$ cat config.mk
export PLATFORM = sky130hd
export DESIGN_NAME = memory_stage_flat
export DESIGN_NICKNAME = d
export VERILOG_FILES = /design/src/rtl/memory_stage_if.sv /design/src/rtl/memory_stage.sv /design/src/flat_wrapper.sv
export SDC_FILE = /design/constraint.sdc
export NUM_CORES = 1
export LEC_CHECK = 0
export ABC_AREA = 0
export CAP_MARGIN = 5
export CORE_UTILIZATION = 41
export CTS_CLUSTER_DIAMETER = 100
export DETAILED_ROUTE_END_ITERATION = 6
export PLACE_DENSITY = 0.85
export SYNTH_ARGS = -nofsm -noshare
export SYNTH_HDL_FRONTEND = slang
export SYNTH_SLANG_ARGS = --single-unit
$ cat constraint.sdc
create_clock -name clk -period 1.7 [get_ports clk]
set_clock_uncertainty 0.15 [all_clocks]
set_input_delay 0.34 -clock clk [delete_from_list [all_inputs] [get_ports clk]]
set_output_delay 0.34 -clock clk [all_outputs]
set_load 0.02 [all_outputs]
$ cat src/rtl/memory_stage_if.sv
// Data-memory request/acknowledge bus between the MEM stage and data memory.
interface memory_stage_if #(
   parameter int unsigned DATA_W = 16,
   parameter int unsigned ADDR_W = 16
);
   logic              mem_req;
   logic              mem_we;
   logic [ADDR_W-1:0] mem_addr;
   logic [DATA_W-1:0] mem_wdata;
   logic [DATA_W-1:0] mem_rdata;
   logic              mem_ack;

   // Pipeline side issues requests.
   modport master (
      output mem_req,
      output mem_we,
      output mem_addr,
      output mem_wdata,
      input  mem_rdata,
      input  mem_ack
   );

   // Memory side answers them.
   modport slave (
      input  mem_req,
      input  mem_we,
      input  mem_addr,
      input  mem_wdata,
      output mem_rdata,
      output mem_ack
   );
endinterface

$ cat src/rtl/memory_stage.sv
// MEM stage of the 16-bit pipeline: LOAD/STORE over a req/ack bus with a timeout,
// single-cycle pass-through for every other instruction.
module memory_stage #(
   parameter int unsigned DATA_W  = 16,
   parameter int unsigned ADDR_W  = 16,
   parameter int unsigned TIMEOUT = 15
) (
   input  logic              clk,
   input  logic              rst_n,
   input  logic [3:0]        control_in,
   input  logic [DATA_W-1:0] result_in,
   input  logic [DATA_W-1:0] store_data_in,
   input  logic [4:0]        dest_index_in,
   input  logic              reg_we_in,
   output logic              stall_out,
   memory_stage_if.master    mem,
   output logic              wb_valid,
   output logic              wb_we,
   output logic [4:0]        wb_dest,
   output logic [DATA_W-1:0] wb_data,
   output logic [3:0]        wb_control,
   output logic              mem_err
);

   localparam logic [3:0] OP_LOAD  = 4'b1100;
   localparam logic [3:0] OP_STORE = 4'b1110;
   localparam int unsigned CNT_W = $clog2(TIMEOUT + 1);
   localparam logic [CNT_W-1:0] CNT_LAST = CNT_W'(TIMEOUT - 1);

   typedef enum logic {StIdle, StWait} state_e;

   state_e            state_q, state_d;
   logic [CNT_W-1:0]  cnt_q, cnt_d;
   logic              req_q, req_d;
   logic              we_q, we_d;
   logic [ADDR_W-1:0] addr_q, addr_d;
   logic [DATA_W-1:0] wdata_q, wdata_d;
   logic [4:0]        dest_q, dest_d;
   logic              rwe_q, rwe_d;
   logic [3:0]        ctrl_q, ctrl_d;
   logic              wb_valid_q, wb_valid_d;
   logic              wb_we_q, wb_we_d;
   logic [4:0]        wb_dest_q, wb_dest_d;
   logic [DATA_W-1:0] wb_data_q, wb_data_d;
   logic [3:0]        wb_ctrl_q, wb_ctrl_d;
   logic              err_q, err_d;

   logic is_mem;
   logic at_limit;

   assign is_mem   = (control_in == OP_LOAD) || (control_in == OP_STORE);
   assign at_limit = (cnt_q == CNT_LAST);

   // Hold upstream while an access is being issued or is still within its wait budget.
   always_comb begin
      stall_out = ((state_q == StIdle) && is_mem) ||
                  ((state_q == StWait) && !mem.mem_ack && (cnt_q < CNT_LAST));
   end

   // Next-state and output bundle for the IDLE/WAIT access machine.
   always_comb begin
      state_d    = state_q;
      cnt_d      = cnt_q;
      req_d      = req_q;
      we_d       = we_q;
      addr_d     = addr_q;
      wdata_d    = wdata_q;
      dest_d     = dest_q;
      rwe_d      = rwe_q;
      ctrl_d     = ctrl_q;
      wb_valid_d = 1'b0;
      wb_we_d    = wb_we_q;
      wb_dest_d  = wb_dest_q;
      wb_data_d  = wb_data_q;
      wb_ctrl_d  = wb_ctrl_q;
      err_d      = err_q;
      unique case (state_q)
         StIdle: begin
            if (is_mem) begin
               addr_d  = result_in[ADDR_W-1:0];
               wdata_d = store_data_in;
               we_d    = (control_in == OP_STORE);
               dest_d  = dest_index_in;
               rwe_d   = reg_we_in;
               ctrl_d  = control_in;
               req_d   = 1'b1;
               cnt_d   = '0;
               state_d = StWait;
            end else begin
               wb_valid_d = 1'b1;
               wb_we_d    = reg_we_in;
               wb_dest_d  = dest_index_in;
               wb_data_d  = result_in;
               wb_ctrl_d  = control_in;
            end
         end
         StWait: begin
            // Ack wins over abort when both land on the last budget cycle.
            if (mem.mem_ack) begin
               req_d      = 1'b0;
               state_d    = StIdle;
               wb_valid_d = 1'b1;
               wb_dest_d  = dest_q;
               wb_ctrl_d  = ctrl_q;
               if (ctrl_q == OP_LOAD) begin
                  wb_we_d   = rwe_q;
                  wb_data_d = mem.mem_rdata;
               end else begin
                  wb_we_d   = 1'b0;
                  wb_data_d = DATA_W'(addr_q);
               end
            end else if (at_limit) begin
               req_d      = 1'b0;
               err_d      = 1'b1;
               state_d    = StIdle;
               wb_valid_d = 1'b1;
               wb_we_d    = 1'b0;
               wb_dest_d  = dest_q;
               wb_data_d  = '0;
               wb_ctrl_d  = ctrl_q;
            end else begin
               cnt_d = cnt_q + 1'b1;
            end
         end
         default: state_d = StIdle;
      endcase
   end

   // State and registered outputs; reset discards any pending access.
   always_ff @(posedge clk or negedge rst_n) begin
      if (!rst_n) begin
         state_q    <= StIdle;
         cnt_q      <= '0;
         req_q      <= 1'b0;
         we_q       <= 1'b0;
         addr_q     <= '0;
         wdata_q    <= '0;
         dest_q     <= '0;
         rwe_q      <= 1'b0;
         ctrl_q     <= '0;
         wb_valid_q <= 1'b0;
         wb_we_q    <= 1'b0;
         wb_dest_q  <= '0;
         wb_data_q  <= '0;
         wb_ctrl_q  <= '0;
         err_q      <= 1'b0;
      end else begin
         state_q    <= state_d;
         cnt_q      <= cnt_d;
         req_q      <= req_d;
         we_q       <= we_d;
         addr_q     <= addr_d;
         wdata_q    <= wdata_d;
         dest_q     <= dest_d;
         rwe_q      <= rwe_d;
         ctrl_q     <= ctrl_d;
         wb_valid_q <= wb_valid_d;
         wb_we_q    <= wb_we_d;
         wb_dest_q  <= wb_dest_d;
         wb_data_q  <= wb_data_d;
         wb_ctrl_q  <= wb_ctrl_d;
         err_q      <= err_d;
      end
   end

   assign mem.mem_req   = req_q;
   assign mem.mem_we    = we_q;
   assign mem.mem_addr  = addr_q;
   assign mem.mem_wdata = wdata_q;
   assign wb_valid      = wb_valid_q;
   assign wb_we         = wb_we_q;
   assign wb_dest       = wb_dest_q;
   assign wb_data       = wb_data_q;
   assign wb_control    = wb_ctrl_q;
   assign mem_err       = err_q;

endmodule

$ cat src/flat_wrapper.sv
// flat-port wrapper written by rule: the top's interface ports become plain ports
module memory_stage_flat 
#(
   parameter int unsigned DATA_W  = 16,
   parameter int unsigned ADDR_W  = 16,
   parameter int unsigned TIMEOUT = 15
)
  (clk, rst_n, control_in, result_in, store_data_in, dest_index_in, reg_we_in, stall_out, wb_valid, wb_we, wb_dest, wb_data, wb_control, mem_err, mem_mem_req, mem_mem_we, mem_mem_addr, mem_mem_wdata, mem_mem_rdata, mem_mem_ack);
  memory_stage_if #(.DATA_W(DATA_W), .ADDR_W(ADDR_W)) mem_i ();
  input  logic clk;
  input  logic rst_n;
  input  logic [3:0] control_in;
  input  logic [DATA_W-1:0] result_in;
  input  logic [DATA_W-1:0] store_data_in;
  input  logic [4:0] dest_index_in;
  input  logic reg_we_in;
  output logic stall_out;
  output logic wb_valid;
  output logic wb_we;
  output logic [4:0] wb_dest;
  output logic [DATA_W-1:0] wb_data;
  output logic [3:0] wb_control;
  output logic mem_err;
  output wire logic [$bits(mem_i.mem_req)-1:0] mem_mem_req;
  output wire logic [$bits(mem_i.mem_we)-1:0] mem_mem_we;
  output wire logic [$bits(mem_i.mem_addr)-1:0] mem_mem_addr;
  output wire logic [$bits(mem_i.mem_wdata)-1:0] mem_mem_wdata;
  input wire logic [$bits(mem_i.mem_rdata)-1:0] mem_mem_rdata;
  input wire logic [$bits(mem_i.mem_ack)-1:0] mem_mem_ack;
  assign mem_mem_req = mem_i.mem_req;
  assign mem_mem_we = mem_i.mem_we;
  assign mem_mem_addr = mem_i.mem_addr;
  assign mem_mem_wdata = mem_i.mem_wdata;
  assign mem_i.mem_rdata = mem_mem_rdata;
  assign mem_i.mem_ack = mem_mem_ack;
  memory_stage #(.DATA_W(DATA_W), .ADDR_W(ADDR_W), .TIMEOUT(TIMEOUT)) u_core (.clk(clk), .rst_n(rst_n), .control_in(control_in), .result_in(result_in), .store_data_in(store_data_in), .dest_index_in(dest_index_in), .reg_we_in(reg_we_in), .stall_out(stall_out), .mem(mem_i), .wb_valid(wb_valid), .wb_we(wb_we), .wb_dest(wb_dest), .wb_data(wb_data), .wb_control(wb_control), .mem_err(mem_err));
endmodule
==> impl_metrics.env, run 1 <==
export IMPL_avgViaCountPerCell=5.21
export IMPL_p_leak_uw=0.00266
export IMPL_ys_seq_area_share_pct=53.0
export IMPL_p_comb_share_pct=32.0
export IMPL_gp_congestion=0.765
export IMPL_tns_ps=-2510
export IMPL_cts_max_level=3
export IMPL_drive_gt1_share_pct=15.4
export IMPL_rr_startpoint="u_core.state_q"
export IMPL_maxCapViolCount=0
export IMPL_clkLatencyLatePin_ps=340
export IMPL_die_area_um2=9250
export IMPL_die_y_um=96.2
export IMPL_critical_path_slowest_cell="clkdlybuf4s50_1"
export IMPL_min_period_ps=1820
export IMPL_die_w_um=96.2
export IMPL_dp_hpwl_um=6460
export IMPL_power_switching_uw=1700
export IMPL_peakVddDrop_v=0.000577
export IMPL_global_route_usage_total_pct=22.1
export IMPL_min_delay_start="u_core.dest_q[2]"
export IMPL_path_class="in2reg"
export IMPL_syn_cell_area_um2=3640
export IMPL_setup_viol=29
export IMPL_wirelength_um=10000
export IMPL_yosysTopAreaCellShare_pct=53.0
export IMPL_hold_violations=0
export IMPL_synth_cell_type_count=28
export IMPL_worst_pin_slew_ps=410
export IMPL_whs_endpoint="u_core.dest_q[2]"
export IMPL_synth_simple_gate_area_share_pct=17.7
export IMPL_reg2reg_to="u_core.wb_data[11]"
export IMPL_arrival_ps=1890
export IMPL_synth_area_leader_cell="dfrtp_1"
export IMPL_drt_iter0_drc=133
export IMPL_fin_crit_sh_pct=107
export IMPL_r2r_cells=6
export IMPL_ys_top_cells_by_area="dfrtp_1, nand2_1, mux2i_1, nand3_1, o21ai_0"
export IMPL_antenna_found_initial=0
export IMPL_nets=559
export IMPL_rows=33
export IMPL_numCtsBuffers=9
export IMPL_cts_root_buf="clkbuf_8"
export IMPL_area_delta_synth_final_pct=47.3
export IMPL_power_frac_clock_pct=23.0
export IMPL_initial_utilization_pct=43.4
export IMPL_power_density_nw_per_um2=965
export IMPL_diodes=0
export IMPL_power_uw=5170
export IMPL_synth_top_family_by_area="simple AND/OR/NAND/NOR gates"
export IMPL_drt_first_pass_iters=7
export IMPL_rsz0062_at_grt="true"
export IMPL_portBuffers=123
export IMPL_failed_checks="setup timing"
export IMPL_grt_max_degree=78
export IMPL_r2r_slack_ps=-120
export IMPL_drc=0
export IMPL_path_max_fanout=6
export IMPL_intPower_uw=3470
export IMPL_fillers=684
export IMPL_grt_pass1_wl_um=15300
export IMPL_setup_ws_ps=-120
export IMPL_cts_tree="built"
export IMPL_clkTransAtPathRegs_ps=80
export IMPL_drv_slew=0
export IMPL_grt_pass1_vias=3203
export IMPL_switching_share_pct=32.8
export IMPL_critPathRequiredTime_ps=1770
export IMPL_path_cells="clkdlybuf4s50_1, nor4bb_4, a21oi_4, buf_12, clkbuf_16, o32a_1"
export IMPL_crit_path_max_incr_delay_ps=550
export IMPL_clockBufferDepth=2
export IMPL_drt_wirelength_per_cell_um=16.6
export IMPL_seqPwrFrac_pct=45.0
export IMPL_synth_compound_area_share_pct=9.70
export IMPL_grt_overflow=0
export IMPL_synthMuxAreaShare_pct=12.5
export IMPL_synth_avg_cell_area_um2=10.2
export IMPL_fmax_mhz=549
export IMPL_ios=124
export IMPL_min_path_type="reg2reg"
export IMPL_yosys_warnings=0
export IMPL_coreArea_um2=8380
export IMPL_relSlewSlack_pct=72.7
export IMPL_crit_path_end_kind="flip-flop"
export IMPL_status="complete, but fails checks"
export IMPL_vias=3153
export IMPL_synth_fa_ha_area_share_pct=0.688
export IMPL_ant_nets=0
export IMPL_synth_xor_area_share_pct=0
export IMPL_ys_ff_latch=77
export IMPL_synthCells=358
export IMPL_syn_nets=421
export IMPL_crit_path_start_kind="primary input"
export IMPL_whs_path_depth=2
export IMPL_hold_ws_ps=326
export IMPL_cts_sinks=77
layout make-up:
class,count,area [um^2],area share (%)
flip-flops and latches,77,1930,36.0
multi-input cells,233,1520,28.3
clock inverters,2,10.0,0.187
repair buffers,156,1550,28.9
clock buffers,13,149,2.78
inverters,19,71.3,1.33
well taps,105,131,2.45
layer usage:
metal	routed length, um	vias to the layer above	track usage (%)	share of wire, %
li1	-	1490	-	-
met4	188	0	9.83	1.9
met3	838	14	6.95	8.4
met2	4800	132	35.3	48
met1	4190	1517	27.3	42
met5	0	-	0	0
sequential cells by signal (all words and copies together) (netlist names):
name	flops
u_core.mem.mem_addr	16
u_core.mem.mem_wdata	16
u_core.wb_data	16
u_core.dest_q	5
u_core.wb_dest	5
u_core.cnt_q	4
u_core.ctrl_q	4
u_core.wb_control	4
u_core.mem.mem_req	1
u_core.mem.mem_we	1
u_core.mem_err	1
u_core.rwe_q	1
u_core.state_q	1
u_core.wb_valid	1
u_core.wb_we	1
worst max-delay path by stage:
| stage | startpoint | endpoint | slack (ps) |
|---|---|---|---|
| after CTS | u_core.state_q | u_core.wb_data[11] | -100 |
| after detailed placement | mem_mem_ack | u_core.wb_dest[0] | -560 |
| after floorplan | u_core.state_q | stall_out | 6 |
| final | control_in[3] | u_core.wb_data[11] | -120 |
| after global placement | mem_mem_ack | u_core.wb_dest[4] | -520 |
| after global routing | u_core.state_q | u_core.wb_data[11] | -170 |
cell usage in the layout, fill, tap and decap left out, types with 16 or more instances in the layout:
cell type,instances
dfrtp_1,76
dlygate4sd2_1,63
o21ai_0,32
o32a_1,16
clkdlybuf4s50_1,57
mux2i_1,19
nand3_1,35
inv_1,19
buf_4,20
nand2_1,88
metrics by stage:
stage                     instance area (um^2)  util (%)  setup slack, ps  std cells
after floorplan                           3650         -             5.74        358
after global placement                    5080      60.6             -525        579
after detailed placement                  5080      60.6             -561        579
after CTS                                 5220      62.3             -104        599
after global routing                      5360      63.9             -173        605
final                                     5360      63.9             -120        605
power groups by stage:
stage	clock network, uW	logic (uW)	registers, uW
2_1_floorplan	0	570	2660
3_3_place_gp	0	1730	2360
3_5_place_dp	0	1780	2360
4_1_cts	1200	1620	2330
5_1_grt	1290	1780	2370
6_report	1190	1650	2330
cell usage after synthesis:
master     instances
clkbuf_1          13
a21oi_1            1
nand2b_1           3
nor4bb_4           1
buf_4              2
nor2_1             1
and2_1             2
inv_1             19
nor2b_1            2
a21oi_2            1
mux2_4            10
nand2_1           91
and3_1             1
a41oi_1            1
ha_1               2
o32a_1            16
buf_2              9
mux2_2            10
mux2i_1           19
nand4bb_1          1
nand3_2            1
buf_6              5
o21ai_0           32
nand3_1           35
and4bb_1           1
nor2b_4            1
a41o_1             1
dfrtp_1           77
cells by family (layout without fill, tap and decap cells):
logic type	Yosys count	in the layout
DFF	77	77
muxes	39	39
adders and majority gates	2	2
AOI/OAI and AO/OA	52	52
buffers and inverters	48	190
and+or+nand+nor	140	140
critical path, delay by kind of cell:
family,cells,cell delay (ps)
buffers and inverters,3,870
AOI/OAI and AO/OA,2,250
and+or+nand+nor,1,410
what timing repair did:
item | in CTS | in global routing
endpoints found under the hold margin | 77 | 0
cloned | 0 | 3
hold buffers | 1 | 0
setup endpoints to repair | 118 | 41
setup buffers | 4 | 3
pin swaps | 8 | 12
gates resized for setup | 71 | 10
No activity file was read; power rests on OpenSTA's default activity.
==> run 2: changes to the inputs <==
--- a/config.mk
+++ b/config.mk
@@ -5,12 +5,14 @@
 export SDC_FILE = /design/constraint.sdc
 export NUM_CORES = 1
 export LEC_CHECK = 0
-export ABC_AREA = 0
+export ABC_AREA = 1
 export CAP_MARGIN = 5
 export CORE_UTILIZATION = 41
 export CTS_CLUSTER_DIAMETER = 100
 export DETAILED_ROUTE_END_ITERATION = 6
+export MAX_ROUTING_LAYER = met4
 export PLACE_DENSITY = 0.85
+export SLEW_MARGIN = 20
 export SYNTH_ARGS = -nofsm -noshare
 export SYNTH_HDL_FRONTEND = slang
 export SYNTH_SLANG_ARGS = --single-unit
==> run 2 against run 1 <==
  * Critical endpoint is now stall_out
  * Total power is 7.2% higher
  * Clock-buffer cell count is 4 lower
  * Cell count is 18% higher
  * Highest routed layer unchanged
  * Synthesized area is 1.9% higher
  * Critical path depth is 1 lower
  * Maximum frequency is 9.3% higher
  * Final area is 0.23% lower
  * Worst hold slack worse by 100 ps
  * Routed wire length is 5.9% lower
  * Sequential share of layout area is 0.084 points higher
  * Critical path type is now in2out
  * The flow now finishes without violations
  * Register-to-register slack better by 210 ps
  * Via count is 8.9% higher
==> impl_metrics.env, run 2 <==
export IMPL_status="complete, no violations"
export IMPL_grt_pass1_wl_um=16100
export IMPL_ys_seq_area_share_pct=52.0
export IMPL_clkLatencyLatePin_ps=340
export IMPL_numCtsBuffers=9
export IMPL_r2r_slack_ps=90
export IMPL_synth_area_leader_cell="dfrtp_1"
export IMPL_crit_path_end_kind="output pin"
export IMPL_cts_root_buf="clkbuf_8"
export IMPL_wl_met3_um=676
export IMPL_worst_pin_slew_ps=378
export IMPL_min_delay_start="control_in[2]"
export IMPL_drt_first_pass_iters=5
export IMPL_drt_iter0_drc=199
export IMPL_fin_crit_sh_pct=98.0
export IMPL_synthCells=463
export IMPL_grt_max_degree=47
export IMPL_initial_utilization_pct=42.5
export IMPL_dp_hpwl_um=6800
export IMPL_arrival_ps=1180
export IMPL_critPathRequiredTime_ps=1210
export IMPL_peakVddDrop_v=0.000611
export IMPL_die_area_um2=9420
export IMPL_synthMostInstantiatedCell="nand2_1"
export IMPL_multi_input_area_um2=1370
export IMPL_die_y_um=97.1
export IMPL_gp_congestion=0.814
export IMPL_diodes=0
export IMPL_fmax_mhz=600
export IMPL_die_w_um=97.1
export IMPL_wirelength_um=9430
export IMPL_synth_avg_cell_area_um2=8.00
export IMPL_topRoutingLayerUsed="met4"
export IMPL_hold_violations=0
export IMPL_antenna_found_initial=0
export IMPL_nets=663
export IMPL_pre_cts_ws_ps=-468
export IMPL_cts_sinks=77
export IMPL_rsz0062_at_grt="true"
export IMPL_power_density_nw_per_um2=1040
export IMPL_final_cell_mix="nand2_1, dfrtp_1, dlygate4sd2_1, inv_1, clkdlybuf4s50_1"
export IMPL_global_route_usage_total_pct=21.6
export IMPL_hold_ws_ps=221
export IMPL_ys_top_cells_by_count="nand2_1, dfrtp_1, inv_1"
export IMPL_drv_slew=0
export IMPL_maxCapViolCount=0
export IMPL_grt_overflow=0
export IMPL_setup_viol=0
export IMPL_portBuffers=123
export IMPL_clkTransAtPathRegs_ps=80
export IMPL_clockBufferDepth=2
export IMPL_synthArstFlopShare_pct=100
export IMPL_synth_cell_type_count=24
export IMPL_avgViaCountPerCell=4.82
export IMPL_rows=34
export IMPL_ios=124
export IMPL_routed_wl_met2_um=4560
export IMPL_ff_latch_area_um2=1930
export IMPL_crit_path_start_kind="primary input"
export IMPL_synth_edf_count=0
export IMPL_fillers=737
export IMPL_setup_ws_ps=34.6
export IMPL_yosys_warnings=0
export IMPL_crit_start="mem_mem_ack"
export IMPL_final_cells=713
export IMPL_drt_wirelength_per_cell_um=13.2
export IMPL_power_uw=5540
export IMPL_vias=3435
export IMPL_relSlewSlack_pct=74.7
export IMPL_path_max_fanout=2
export IMPL_final_common_cell="nand2_1"
export IMPL_ys_top_cells_by_area="dfrtp_1, nand2_1, inv_1, nand3_1, nor2_1"
export IMPL_ant_nets=0
export IMPL_dpl_cell_count=694
export IMPL_path_cells="clkdlybuf4s50_1, nor2_4, nand2_1, nand2_2, buf_6"
export IMPL_cts_max_level=3
export IMPL_place_area_um2=5140
export IMPL_yosysTopAreaCellShare_pct=52.0
export IMPL_drc=0
export IMPL_cpLargestDelayFamily="buffers and inverters"
export IMPL_crit_path_max_incr_delay_ps=460
export IMPL_area_delta_synth_final_pct=44.2
export IMPL_m1WireLength_um=4100
export IMPL_coreArea_um2=8720
export IMPL_ys_ff_latch=77
export IMPL_rr_startpoint="u_core.state_q"
export IMPL_path_buf_inv=2
export IMPL_cts_tree="built"
export IMPL_critical_path_slowest_cell="clkdlybuf4s50_1"
export IMPL_syn_nets=526
export IMPL_p_leak_uw=0.00281
export IMPL_min_period_ps=1670
export IMPL_drive_gt1_share_pct=12.1
export IMPL_path_class="in2out"
export IMPL_fin_area_um2=5350
export IMPL_min_path_type="in2reg"
export IMPL_grt_pass1_vias=3435
export IMPL_syn_cell_area_um2=3710
export IMPL_synth_ff_type="dfrtp_1"
==> run 2: cell types whose count changed after synthesis, moves of 16 or more <==
cell / before / now
nor2_1: 1 / 44
mux2i_1: 19 / 0
inv_1: 19 / 62
nand2_1: 91 / 147
o32a_1: 16 / 0
==> run 2: worst reg2reg max path, stage by stage, from the launching register on <==
cell and delay (ps):
dfrtp_2 440, buf_4 350, nand2_1 90, clkinv_1 110, buf_4 160, nand3_1 90
a21oi_1 140
==> run 2: power by group <==
group          internal (uW)  leakage [uW]  total, uW  switching (uW)
combinational            678       0.00176       1630             953
clock                    853      0.000116       1590             733
sequential              2130      0.000938       2330             195
total                   3660       0.00281       5540            1880
==> run 2: final timing paths <==
| kind | to | cells past startpoint |
|---|---|---|
| min | u_core.wb_control[2] | 5 |
| min in group asynchronous | u_core.wb_dest[1] | 3 |
| max reg2reg | u_core.wb_data[8] | 6 |
| max | stall_out | 5 |
| max in group asynchronous | u_core.state_q | 3 |
| min reg2reg | u_core.wb_dest[1] | 2 |
==> run 2: cell type report <==
class | instances | area share [%]
Tap cell | 108 | 2.53
Inverter | 66 | 4.92
Sequential cell | 77 | 36.1
Multi-Input combinational cell | 298 | 25.6
Clock inverter | 7 | 1.99
Clock buffer | 9 | 2.32
Timing Repair Buffer | 148 | 26.5
==> run 2: kinds of logic after synthesis <==
kind of cell / after synthesis / synth area share, %
simple gates: 244 / 28.1
buf+inv: 88 / 11.2
fa+ha+maj: 2 / 0.675
compound gates: 52 / 8.00
flops: 77 / 52.0
==> run 2: through the flow <==
stage	setup TNS, ps	util (%)
4_1_cts	-201	60.8
6_report	0	61.3
3_3_place_gp	-21790	58.9
2_1_floorplan	0	-
3_5_place_dp	-25070	58.9
5_1_grt	-74.1	61.3
==> run 2: layer usage <==
layer,up-vias,global-route usage [%]
met5,-,-
li1,1689,-
met4,0,6.31
met1,1607,27.2
met2,129,34.1
met3,10,6.19
==> run 2: repair_timing <==
item                       in CTS  in global routing
hold endpoints to repair       77                  0
setup endpoints to repair     111                 63
pin swaps                       0                  1
resized for setup              68                 11
setup buffers                   0                  2
hold buffers                    1                  0
